==> config.mk <==
export PLATFORM = sky130hd
export DESIGN_NAME = sar_logic
export DESIGN_NICKNAME = d
export VERILOG_FILES = /design/src/rtl/sar_logic.sv
export SDC_FILE = /design/constraint.sdc
export NUM_CORES = 1
export LEC_CHECK = 0
export ABC_AREA = 1
export CAP_MARGIN = 5
export CELL_PAD_IN_SITES_DETAIL_PLACEMENT = 2
export CELL_PAD_IN_SITES_GLOBAL_PLACEMENT = 2
export CORE_MARGIN = 10
export CORE_UTILIZATION = 26
export DETAILED_ROUTE_END_ITERATION = 7
export GPL_ROUTABILITY_DRIVEN = 1
export HOLD_SLACK_MARGIN = 0.12
export PLACE_DENSITY_LB_ADDON = 0.1
export REMOVE_ABC_BUFFERS = 1
export SLEW_MARGIN = 20
export SYNTH_ARGS = -nofsm -noshare
export SYNTH_HDL_FRONTEND = slang
export SYNTH_SLANG_ARGS = --single-unit
export TNS_END_PERCENT = 30
==> constraint.sdc <==
create_clock -name clk -period 1.76 [get_ports clk]
set_clock_uncertainty 0.05 [all_clocks]
set_input_delay 0.352 -clock clk [delete_from_list [all_inputs] [get_ports clk]]
set_output_delay 0.352 -clock clk [all_outputs]
set_load 0.01 [all_outputs]
==> src/rtl/sar_logic.sv <==
// ---------------------------------------------------------------------------
// sar_logic
// Synchronous successive-approximation control logic. Each conversion runs a
// sample phase and then NBITS binary-search trials from MSB to LSB on the
// cap-DAC code. The sense amplifier is clocked through cmp_clk, and its
// decision (vop/done) sets each trial bit.
//
// Optional feature macro: SAR_TIMEOUT_EN
//   defined   : if done does not arrive within TIMEOUT_CYC cycles of CMP_HI,
//               the current bit is forced to 1, timeout_err is set (sticky
//               until the next accepted start or rst), and the search goes on.
//   undefined : CMP_HI waits for done without limit; timeout_err is always 0.
//
// Ports
//   clk          in   1      single clock, all state updates on posedge
//   rst          in   1      synchronous active-high reset
//   start        in   1      conversion request, only looked at in IDLE
//   vop          in   1      sense-amp positive output (1 => vip >= vin)
//   von          in   1      sense-amp negative output (complement of vop)
//   done         in   1      sense-amp decision valid
//   samp         out  1      sampling switch enable
//   cmp_clk      out  1      comparator clock (sense-amp asyn_clk)
//   dac_p        out  NBITS  trial code to the positive cap DAC
//   dac_n        out  NBITS  bitwise complement of dac_p
//   dout         out  NBITS  conversion result, held until the next result
//   dout_valid   out  1      one-cycle pulse when dout updates
//   busy         out  1      high in every state except IDLE
//   timeout_err  out  1      sticky forced-decision flag
// ---------------------------------------------------------------------------
module sar_logic #(
    parameter int NBITS       = 8,
    parameter int SAMPLE_CYC  = 2,
    parameter int TIMEOUT_CYC = 4
) (
    input  logic             clk,
    input  logic             rst,
    input  logic             start,
    input  logic             vop,
    input  logic             von,
    input  logic             done,
    output logic             samp,
    output logic             cmp_clk,
    output logic [NBITS-1:0] dac_p,
    output logic [NBITS-1:0] dac_n,
    output logic [NBITS-1:0] dout,
    output logic             dout_valid,
    output logic             busy,
    output logic             timeout_err
);

    localparam int IDX_W  = (NBITS > 1) ? $clog2(NBITS) : 1;
    localparam int SCNT_W = (SAMPLE_CYC > 1) ? $clog2(SAMPLE_CYC) : 1;
    localparam int TCNT_W = (TIMEOUT_CYC > 1) ? $clog2(TIMEOUT_CYC) : 1;

    localparam logic [NBITS-1:0] MSB_ONE = NBITS'(1) << (NBITS - 1);

    typedef enum logic [2:0] {
        ST_IDLE   = 3'd0,
        ST_SAMPLE = 3'd1,
        ST_CMP_HI = 3'd2,
        ST_CMP_LO = 3'd3,
        ST_OUT    = 3'd4
    } state_t;

    // Returns the code with the trial bit at position idx set.
    function automatic logic [NBITS-1:0] with_trial_bit(
        input logic [NBITS-1:0] code,
        input logic [IDX_W-1:0] idx
    );
        return code | (NBITS'(1) << idx);
    endfunction

    state_t             state_r,      state_nxt_s;
    logic               samp_r,       samp_nxt_s;
    logic               cmp_clk_r,    cmp_clk_nxt_s;
    logic [NBITS-1:0]   dac_p_r,      dac_p_nxt_s;
    logic [NBITS-1:0]   dac_n_r,      dac_n_nxt_s;
    logic [NBITS-1:0]   dout_r,       dout_nxt_s;
    logic               dout_valid_r, dout_valid_nxt_s;
    logic               busy_r,       busy_nxt_s;
    logic               terr_r,       terr_nxt_s;
    logic [NBITS-1:0]   code_r,       code_nxt_s;
    logic [IDX_W-1:0]   idx_r,        idx_nxt_s;
    logic [SCNT_W-1:0]  scnt_r,       scnt_nxt_s;
`ifdef SAR_TIMEOUT_EN
    logic [TCNT_W-1:0]  tcnt_r,       tcnt_nxt_s;
`else
    // Without the timeout there is no counter; keep its width parameter tied off.
    logic [TCNT_W-1:0]  tmo_unused_s;
    assign tmo_unused_s = {TCNT_W{1'b0}};
`endif

    // von is the complement of vop by construction; the decision uses vop alone.
    logic sense_unused_s;
    assign sense_unused_s = von;

    // Next-state and next-output logic; every register holds unless a state changes it.
    always_comb begin
        state_nxt_s      = state_r;
        samp_nxt_s       = samp_r;
        cmp_clk_nxt_s    = cmp_clk_r;
        dac_p_nxt_s      = dac_p_r;
        dout_nxt_s       = dout_r;
        dout_valid_nxt_s = 1'b0;
        busy_nxt_s       = busy_r;
        terr_nxt_s       = terr_r;
        code_nxt_s       = code_r;
        idx_nxt_s        = idx_r;
        scnt_nxt_s       = scnt_r;
`ifdef SAR_TIMEOUT_EN
        tcnt_nxt_s       = tcnt_r;
`endif
        case (state_r)
            ST_IDLE: begin
                if (start) begin
                    state_nxt_s = ST_SAMPLE;
                    samp_nxt_s  = 1'b1;
                    busy_nxt_s  = 1'b1;
                    code_nxt_s  = {NBITS{1'b0}};
                    terr_nxt_s  = 1'b0;
                    scnt_nxt_s  = {SCNT_W{1'b0}};
                end else begin
                    state_nxt_s = ST_IDLE;
                    busy_nxt_s  = 1'b0;
                end
            end
            ST_SAMPLE: begin
                if (scnt_r == SCNT_W'(SAMPLE_CYC - 1)) begin
                    state_nxt_s   = ST_CMP_HI;
                    samp_nxt_s    = 1'b0;
                    cmp_clk_nxt_s = 1'b1;
                    dac_p_nxt_s   = MSB_ONE;
                    idx_nxt_s     = IDX_W'(NBITS - 1);
`ifdef SAR_TIMEOUT_EN
                    tcnt_nxt_s    = {TCNT_W{1'b0}};
`endif
                end else begin
                    scnt_nxt_s = scnt_r + SCNT_W'(1);
                end
            end
            ST_CMP_HI: begin
                // A done already high on entry is taken in the same cycle.
                if (done) begin
                    code_nxt_s[idx_r] = vop;
                    cmp_clk_nxt_s     = 1'b0;
                    state_nxt_s       = ST_CMP_LO;
`ifdef SAR_TIMEOUT_EN
                end else if (tcnt_r == TCNT_W'(TIMEOUT_CYC - 1)) begin
                    // Comparator never resolved: keep the trial bit and flag it.
                    code_nxt_s[idx_r] = 1'b1;
                    cmp_clk_nxt_s     = 1'b0;
                    terr_nxt_s        = 1'b1;
                    state_nxt_s       = ST_CMP_LO;
                end else begin
                    tcnt_nxt_s = tcnt_r + TCNT_W'(1);
                end
`else
                end else begin
                    state_nxt_s = ST_CMP_HI;
                end
`endif
            end
            ST_CMP_LO: begin
                // One low cycle lets the sense amp reset and drop done.
                if (idx_r == IDX_W'(0)) begin
                    state_nxt_s      = ST_OUT;
                    dout_nxt_s       = code_r;
                    dout_valid_nxt_s = 1'b1;
                end else begin
                    idx_nxt_s     = idx_r - IDX_W'(1);
                    dac_p_nxt_s   = with_trial_bit(code_r, idx_r - IDX_W'(1));
                    cmp_clk_nxt_s = 1'b1;
                    state_nxt_s   = ST_CMP_HI;
`ifdef SAR_TIMEOUT_EN
                    tcnt_nxt_s    = {TCNT_W{1'b0}};
`endif
                end
            end
            ST_OUT: begin
                state_nxt_s = ST_IDLE;
                dac_p_nxt_s = {NBITS{1'b0}};
                busy_nxt_s  = 1'b0;
            end
            default: begin
                state_nxt_s   = ST_IDLE;
                samp_nxt_s    = 1'b0;
                cmp_clk_nxt_s = 1'b0;
                dac_p_nxt_s   = {NBITS{1'b0}};
                busy_nxt_s    = 1'b0;
            end
        endcase
        dac_n_nxt_s = ~dac_p_nxt_s;
    end

    // State and output registers with synchronous reset.
    always_ff @(posedge clk) begin
        if (rst) begin
            state_r      <= ST_IDLE;
            samp_r       <= 1'b0;
            cmp_clk_r    <= 1'b0;
            dac_p_r      <= {NBITS{1'b0}};
            dac_n_r      <= {NBITS{1'b1}};
            dout_r       <= {NBITS{1'b0}};
            dout_valid_r <= 1'b0;
            busy_r       <= 1'b0;
            terr_r       <= 1'b0;
            code_r       <= {NBITS{1'b0}};
            idx_r        <= IDX_W'(NBITS - 1);
            scnt_r       <= {SCNT_W{1'b0}};
`ifdef SAR_TIMEOUT_EN
            tcnt_r       <= {TCNT_W{1'b0}};
`endif
        end else begin
            state_r      <= state_nxt_s;
            samp_r       <= samp_nxt_s;
            cmp_clk_r    <= cmp_clk_nxt_s;
            dac_p_r      <= dac_p_nxt_s;
            dac_n_r      <= dac_n_nxt_s;
            dout_r       <= dout_nxt_s;
            dout_valid_r <= dout_valid_nxt_s;
            busy_r       <= busy_nxt_s;
            terr_r       <= terr_nxt_s;
            code_r       <= code_nxt_s;
            idx_r        <= idx_nxt_s;
            scnt_r       <= scnt_nxt_s;
`ifdef SAR_TIMEOUT_EN
            tcnt_r       <= tcnt_nxt_s;
`endif
        end
    end

    assign samp        = samp_r;
    assign cmp_clk     = cmp_clk_r;
    assign dac_p       = dac_p_r;
    assign dac_n       = dac_n_r;
    assign dout        = dout_r;
    assign dout_valid  = dout_valid_r;
    assign busy        = busy_r;
    assign timeout_err = terr_r;

endmodule

Yosys cells after proc, flatten, opt, wreduce, memory -nomap -nowiden. Cells that the tools add are included. W data, S select, Z words.

Flip-flop bits (word level): 43. Input port bits: 6. Output and inout port bits: 29. Logic and storage cells: 76.

Reductions and logical operators: 17. Magnitude comparators: 2. Equality and inequality tests: 8. Shift operators: 1. Add/sub/neg operators: 2. Muxes and demuxes: 30. Bitwise logic cells: 5.

Operators by type and width (number): $mux W8 (4); $pmux W8 S3 (1); $pmux W8 S2 (1); $mux W1 (12); $mux W3 (4); $pmux W3 S4 (1); $reduce_and A3 Y1 (3); $bwmux W8 (1); $ne A2 B2 Y1 const B (4); $not A8 Y8 (1); $or A8 B8 Y8 (1); $shl A1 B3 Y8 const A (1); $eq A3 B2 Y1 const B (2); $logic_not A3 Y1 (2); $pmux W3 S2 (1); $reduce_bool A2 Y1 (3); $reduce_or A2 Y1 (3); $reduce_or A3 Y1 (2); $lt A3 B4 Y1 const B (1); $pmux W1 S2 (2); $pmux W1 S4 (1); $reduce_and A2 Y1 (2); $reduce_and A4 Y1 (1); $demux W1 S3 (1); 8 further kinds (10).

Logic depth before layout (Yosys ltp). Gate-level depths: netlist of the first run.

Depth after elaboration: 7. Mapped depth: 10. Mapped depth without buffers: 10.

Worst setup path before layout of the first run. Ideal clock, no wire load.

Kind: register -> register. From: register idx_r[0]. To: register dac_n_r[4] (netlist: dac_n[4]). Setup time: 120 ps. Clock period less this slack: 1708 ps. Setup slack: 52 ps. Data arrival time: 1538 ps. Stages on the path, launching flop included: 9. Cell sequence: dfxtp_1 > inv_1 > ha_1 > ha_1 > inv_1 > a21oi_1 > or2_0 > nand2_1 > nand2_2.

Cells in the longest elaborated chain, start to end: 6. Elaborated cells on any way between the ends: 7. Those cells by class: 1 x add/sub; 1 x shift; 2 x mux; 2 x bitwise; 1 x reduce/logical.

RTL lines: start, declared (line 83) `logic [IDX_W-1:0] idx_r, idx_nxt_s;`; start signal, assigned (line 208) `idx_r <= IDX_W'(NBITS - 1);`; start signal, assigned (line 224) `idx_r <= idx_nxt_s;`; $sub A3 B1 Y3 (line 171) `dac_p_nxt_s = with_trial_bit(code_r, idx_r - IDX_W'(1));`; $shl A1 B3 Y8 (line 70) `return code | (NBITS'(1) << idx);`; $or A8 B8 Y8 (line 70); $mux W8 * (line 165) `if (idx_r == IDX_W'(0)) begin`; $pmux W8 S3 * (line 113) `case (state_r)`; $not A8 Y8 * (line 192) `dac_n_nxt_s = ~dac_p_nxt_s;`; end signal, assigned (line 202) `dac_n_r <= {NBITS{1'b1}};`; end signal, assigned (line 218) `dac_n_r <= dac_n_nxt_s;`; end, declared (line 77) `logic [NBITS-1:0] dac_n_r, dac_n_nxt_s;`.

Every way passes the cells marked *; elsewhere a longest branch is shown, timed or not. A chain may end at the register's enable or synchronous reset.

Worst setup path after layout of the first run.
From: register idx_r[0]. To: register dac_n_r[2] (netlist: dac_n[2]).

The elaborated chain is that of the path after synthesis.

==> results of run 1 <==
[worst register-to-register path, cell delays in order (launching register included)]
cell,delay [ps]
dfxtp_1,330
inv_1,60
ha_1,230
ha_2,400
a21oi_1,80
or2_0,230
nand2_1,80
nand2_2,60
[cells in the mapped netlist]
library cell / instances
nand2_1: 54
dfxtp_1: 43
nor2_1: 26
inv_1: 24
nand3_1: 24
a21oi_1: 16
o21ai_0: 12
nand2_2: 10
inv_2: 9
ha_1: 8
or2_0: 6
nand2_4: 3
o21ai_1: 3
a21oi_2: 2
buf_4: 2
clkbuf_1: 2
nand4_1: 2
a31oi_1: 1
buf_6: 1
buf_8: 1
conb_1: 1
nand3_2: 1
nand3_4: 1
nor2_2: 1
nor2_4: 1
nor3_4: 1
[per-stage QoR]
step,hold slack (ps),power (mW)
finish,424,2.35
global route,472,2.53
CTS,432,2.40
detailed placement,417,1.64
global placement,399,1.62
floorplan,364,1.40
[cells by family after synthesis]
group	count (synthesis)	share of synthesized area, %
flops	43	44.3
fa+ha+maj	8	5.15
compound gates	34	9.20
simple gates	130	32.3
other cells	1	0.193
buf+inv	39	8.88
[flip-flops by register name (all words and copies together), names as in the netlist]
register,flops
cmp_clk,1
dac_p,8
dout_valid,1
dac_n,8
busy,1
idx_r,3
scnt_r,1
dout,8
state_r,3
code_r,8
samp,1
[layer usage]
layer	part of all wire [%]	vias up	wire length, µm	global-route usage (%)
met5	0	-	0	0
met4	1.3	0	76	3.48
met3	3.7	6	211	2.72
met2	48	20	2780	17.7
met1	47	834	2700	13.5
li1	-	894	-	-
[final timing paths]
check,from,to,slack (ps)
max reg2reg,idx_r[0]$_SDFFE_PP1P_,dac_n[2]$_SDFF_PP1_,130
max,idx_r[0]$_SDFFE_PP1P_,dac_n[2]$_SDFF_PP1_,130
min reg2reg,samp$_SDFFE_PP0P_,samp$_SDFFE_PP0P_,420
min,samp$_SDFFE_PP0P_,samp$_SDFFE_PP0P_,420
[area by class of cell]
| type | instances | area (µm²) | area share [%] |
|---|---|---|---|
| timing repair buffer | 47 | 445 | 17.3 |
| inverter | 33 | 124 | 4.82 |
| sequential | 43 | 861 | 33.5 |
| clock buffer | 6 | 72.6 | 2.82 |
| clock inverter | 1 | 30.0 | 1.17 |
| tap | 99 | 124 | 4.82 |
| multi-input combinational | 173 | 913 | 35.5 |
[placed cells by master, fill, tap and decap left out, types with 2 or more instances in the layout]
master / instances
or2_0: 6
ha_1: 7
nand2_2: 10
inv_2: 9
nand3_1: 24
nand4_1: 2
o21ai_0: 12
inv_1: 24
nand2_4: 3
buf_4: 14
o21ai_1: 3
clkbuf_8: 5
dfxtp_1: 43
nand2_1: 54
a21oi_2: 2
nor2_1: 26
clkdlybuf4s50_1: 32
a21oi_1: 16
[power by group]
part	internal [mW]	switching, mW	total [mW]	leakage, nW
Sequential	1.02	0.0413	1.06	0.348
Clock	0.416	0.339	0.755	0.0513
Combinational	0.201	0.339	0.541	0.794
[timing repair]
action / in CTS / in global routing
endpoints found under the setup margin: 0 / 8
gates resized for setup: 0 / 1
setup buffers: 0 / 3
==> results.toml, run 1 <==
[outcome]
status = "finished clean"

[floorplan]
die_h_um = 106
fp-row-count = 31
ios = 35
dieArea_um2 = 11300
initial_core_util_pct = 26.8
coreArea_um2 = 7250
die_x_um = 106

[pwr]
ir_drop_uv = 278
powerDensity_nw_per_um2 = 916
p_leak_nw = 1.19

[setup_path]
arrival_ps = 1760
critPathBufInv = 1
critPathKind = "reg -> reg"
cp.required_ps = 1890
endpoint_kind = "flop"
cp_top_family = "adder cells"
reg2regPathDepth = 7
cp.depth = 7
start_kind = "flop"
cpMaxStageDelayCell = "ha_2"
critPathMaxFanout = 4
cp_cell_sequence = "inv_1 > ha_1 > ha_2 > a21oi_1 > or2_0 > nand2_1 > nand2_2"
max_stage_delay_ps = 400

[cts]
clk_latency_ps = 290
cts_tree = "built"
cts_buffers = 5
cts.sinks = 43
h-tree-depth = 2
root_buffer = "clkbuf_8"
ctsHoldBuffers = 0
cts.clk_slew.worst_paths_ps = 80
clockBufferDepth = 2

[yosys]
yosysSeqAreaShare_pct = 44.3
synthCells = 255
netlist_area_um2 = 1940
synth.distinct_cells = 26
synth_area_leaders = "dfxtp_1, nand2_1, nand3_1"
synth-seq-cells = 43
avgSynthCellArea_um2 = 7.62
yosys_warnings = 0
synth_top_area_cell = "dfxtp_1"
synth_top_area_share_pct = 44.3

[final_layout]
layout.nets = 317
areaGrowthSynthToFinish_pct = 32.2
diodes = 0
drive_above_1_share_pct = 16.8
stdcell_area_um2 = 2570
n_fill_cell = 851
fin_util_pct = 35.4
fin_cells = 402

[placement]
post-dp-hpwl_um = 4470
placed_area_um2 = 2440
dp_slack_ps = 106
portBuffers = 32
gp_congestion = 0.757
place_inst = 392

[global_route]
grt_pass1_vias = 1910
antenna_found_initial = 0
gr-usage-all-layers_pct = 10.8
grt_max_degree = 17
grt_pass1_wl_um = 9830
grt-ovfl-total = 0

[timing]
min_period_ps = 1630
setup_tns_ps = 0
setup_ws_ps = 132
period_share_pct = 92.5
fmax_mhz = 614
final-setup-viol-count = 0
hold_viol_final = 0
slew_viol_final = 0

[detailed_routing]
drt-initial-drc-count = 35
drt-pass1-iter-count = 4
wirelength_um = 5760
final_antenna_net_count = 0
route.vias.total = 1754
viasPerCell = 4.36
wl_per_cell_um = 14.3
drc = 0

[run]
maxCapViolCount = 0

[min_path]
hold-path-cell-count = 2
hp-class = "reg -> reg"
Note: power is estimated with default switching activity, not from simulation.
==> run 2: changes to the inputs <==
Settings changed: CORE_ASPECT_RATIO from default to 2, PLACE_DENSITY from default to 0.82, PLACE_DENSITY_LB_ADDON 0.1 to default.
==> run 2 against run 1 <==
Wire length is 21% higher; combinational power is 4% higher; via count is 5.0% higher; utilization is 0.48 points higher; worst hold slack worse by 7.1 ps; clock power is 44% higher; global-route usage is 1.8 points higher; critical path type unchanged; highest routed layer unchanged.
==> results.toml, run 2 (synthesis results as in run 1) <==
[outcome]
status = "finished clean"

[setup_path]
cpMaxStageDelayCell = "dfxtp_2"
critPathMaxFanout = 3
critPathKind = "reg -> reg"
cp.required_ps = 1890
cp_cell_sequence = "inv_1 > ha_2 > ha_1 > inv_1 > a21oi_1 > or2_0 > nand2_1 > nand2_2"
max_stage_delay_ps = 340
crit_top_cell = "inv_1"
start_kind = "flop"
startpoint = "idx_r[0]$_SDFFE_PP1P_"
cp_top_family = "adder cells"
endpoint_kind = "flop"
critPathBufInv = 2
arrival_ps = 1810
rr_startpoint = "idx_r[0]$_SDFFE_PP1P_"

[final_layout]
layout.nets = 314
final_common_cell = "nand2_1"
drive_above_1_share_pct = 16.9
final_cell_mix = "nand2_1, dfxtp_1, clkdlybuf4s50_1, nor2_1"
diodes = 0
areaGrowthSynthToFinish_pct = 34.2
fin_cells = 393

[run]
maxCapViolCount = 0

[cts]
cts_tree = "built"
cts.clk_slew.worst_paths_ps = 60
cts.sinks = 43
cts_buffers = 5
root_buffer = "clkbuf_16"
h-tree-depth = 2
clockBufferDepth = 2
clk_latency_ps = 290

[floorplan]
fp-row-count = 44
die_x_um = 81.2
dieArea_um2 = 11500
ios = 35
coreArea_um2 = 7270
die_h_um = 142
initial_core_util_pct = 26.8

[global_route]
grt_pass1_wl_um = 11100
grt_pass1_vias = 2120
gr-usage-all-layers_pct = 12.5
grt_max_degree = 22
antenna_found_initial = 0
grt-ovfl-total = 0

[placement]
gp_congestion = 0.793
portBuffers = 32
post-dp-hpwl_um = 4850
place_inst = 382

[detailed_routing]
wl_per_cell_um = 17.7
drt-initial-drc-count = 64
wirelength_um = 6950
drt-pass1-iter-count = 4
viasPerCell = 4.68
route.vias.total = 1841
drc = 0
final_antenna_net_count = 0

[timing]
period_share_pct = 95.3
rsz0062_at_grt = "yes"
min_period_ps = 1680
fmax_mhz = 596
final-setup-viol-count = 0
setup_tns_ps = 0
hold_viol_final = 0
slew_viol_final = 0
whs_ps = 417

[pwr]
ir_drop_uv = 366
p_leak_nw = 1.21
powerDensity_nw_per_um2 = 1040
finalPower_mw = 2.72

[min_path]
hp-class = "reg -> reg"
min_from = "samp$_SDFFE_PP0P_"
## run 2: per-stage QoR
step	util (%)	area, µm²	setup slack, ps
finish	35.9	2610	83.5
global route	35.9	2610	-26.4
CTS	35.6	2580	18.6
detailed placement	33.2	2410	59.8
global placement	33.2	2410	81.3
floorplan	-	1900	31.4
## run 2: final timing paths
check	endpoint	slack, ps	cells after the start
worst max-delay path	dac_n[5]$_SDFF_PP1_	80	8
worst min-delay path	samp$_SDFFE_PP0P_	420	2
worst max register to register	dac_n[5]$_SDFF_PP1_	80	8
worst min register to register	samp$_SDFFE_PP0P_	420	2
## run 2: tightest hold or removal path: stages, from the launching register on
cell and delay, ps:
dfxtp_1 310, nand2_1 60, a21oi_1 50
## run 2: layout make-up
type | count | area (µm²)
clock buffers | 6 | 139
clock inverters | 2 | 35.0
fillers | 887 | 4660
inverters | 33 | 124
multi-input cells | 174 | 920
flip-flops and latches | 43 | 862
well taps | 92 | 115
repair buffers | 43 | 415
## run 2: power by group
part,switching (mW),internal [mW],total (mW)
logic,0.366,0.193,0.560
clock network,0.389,0.706,1.09
registers,0.0452,1.02,1.06
## run 2: repair_timing
action | CTS | global route
resized for setup | 0 | 2
endpoints found under the hold margin | 0 | 0
setup endpoints to repair | 0 | 16
setup buffers | 0 | 2
hold buffers | 0 | 0
## run 2: routing by layer
metal	track usage, %	wire (µm)	part of all wire, %	vias up
met3	1.84	196	2.8	10
met2	25.3	4170	60	25
li1	-	-	-	887
met4	6.14	180	2.6	0
met5	0	0	0	-
met1	11.2	2400	34	919
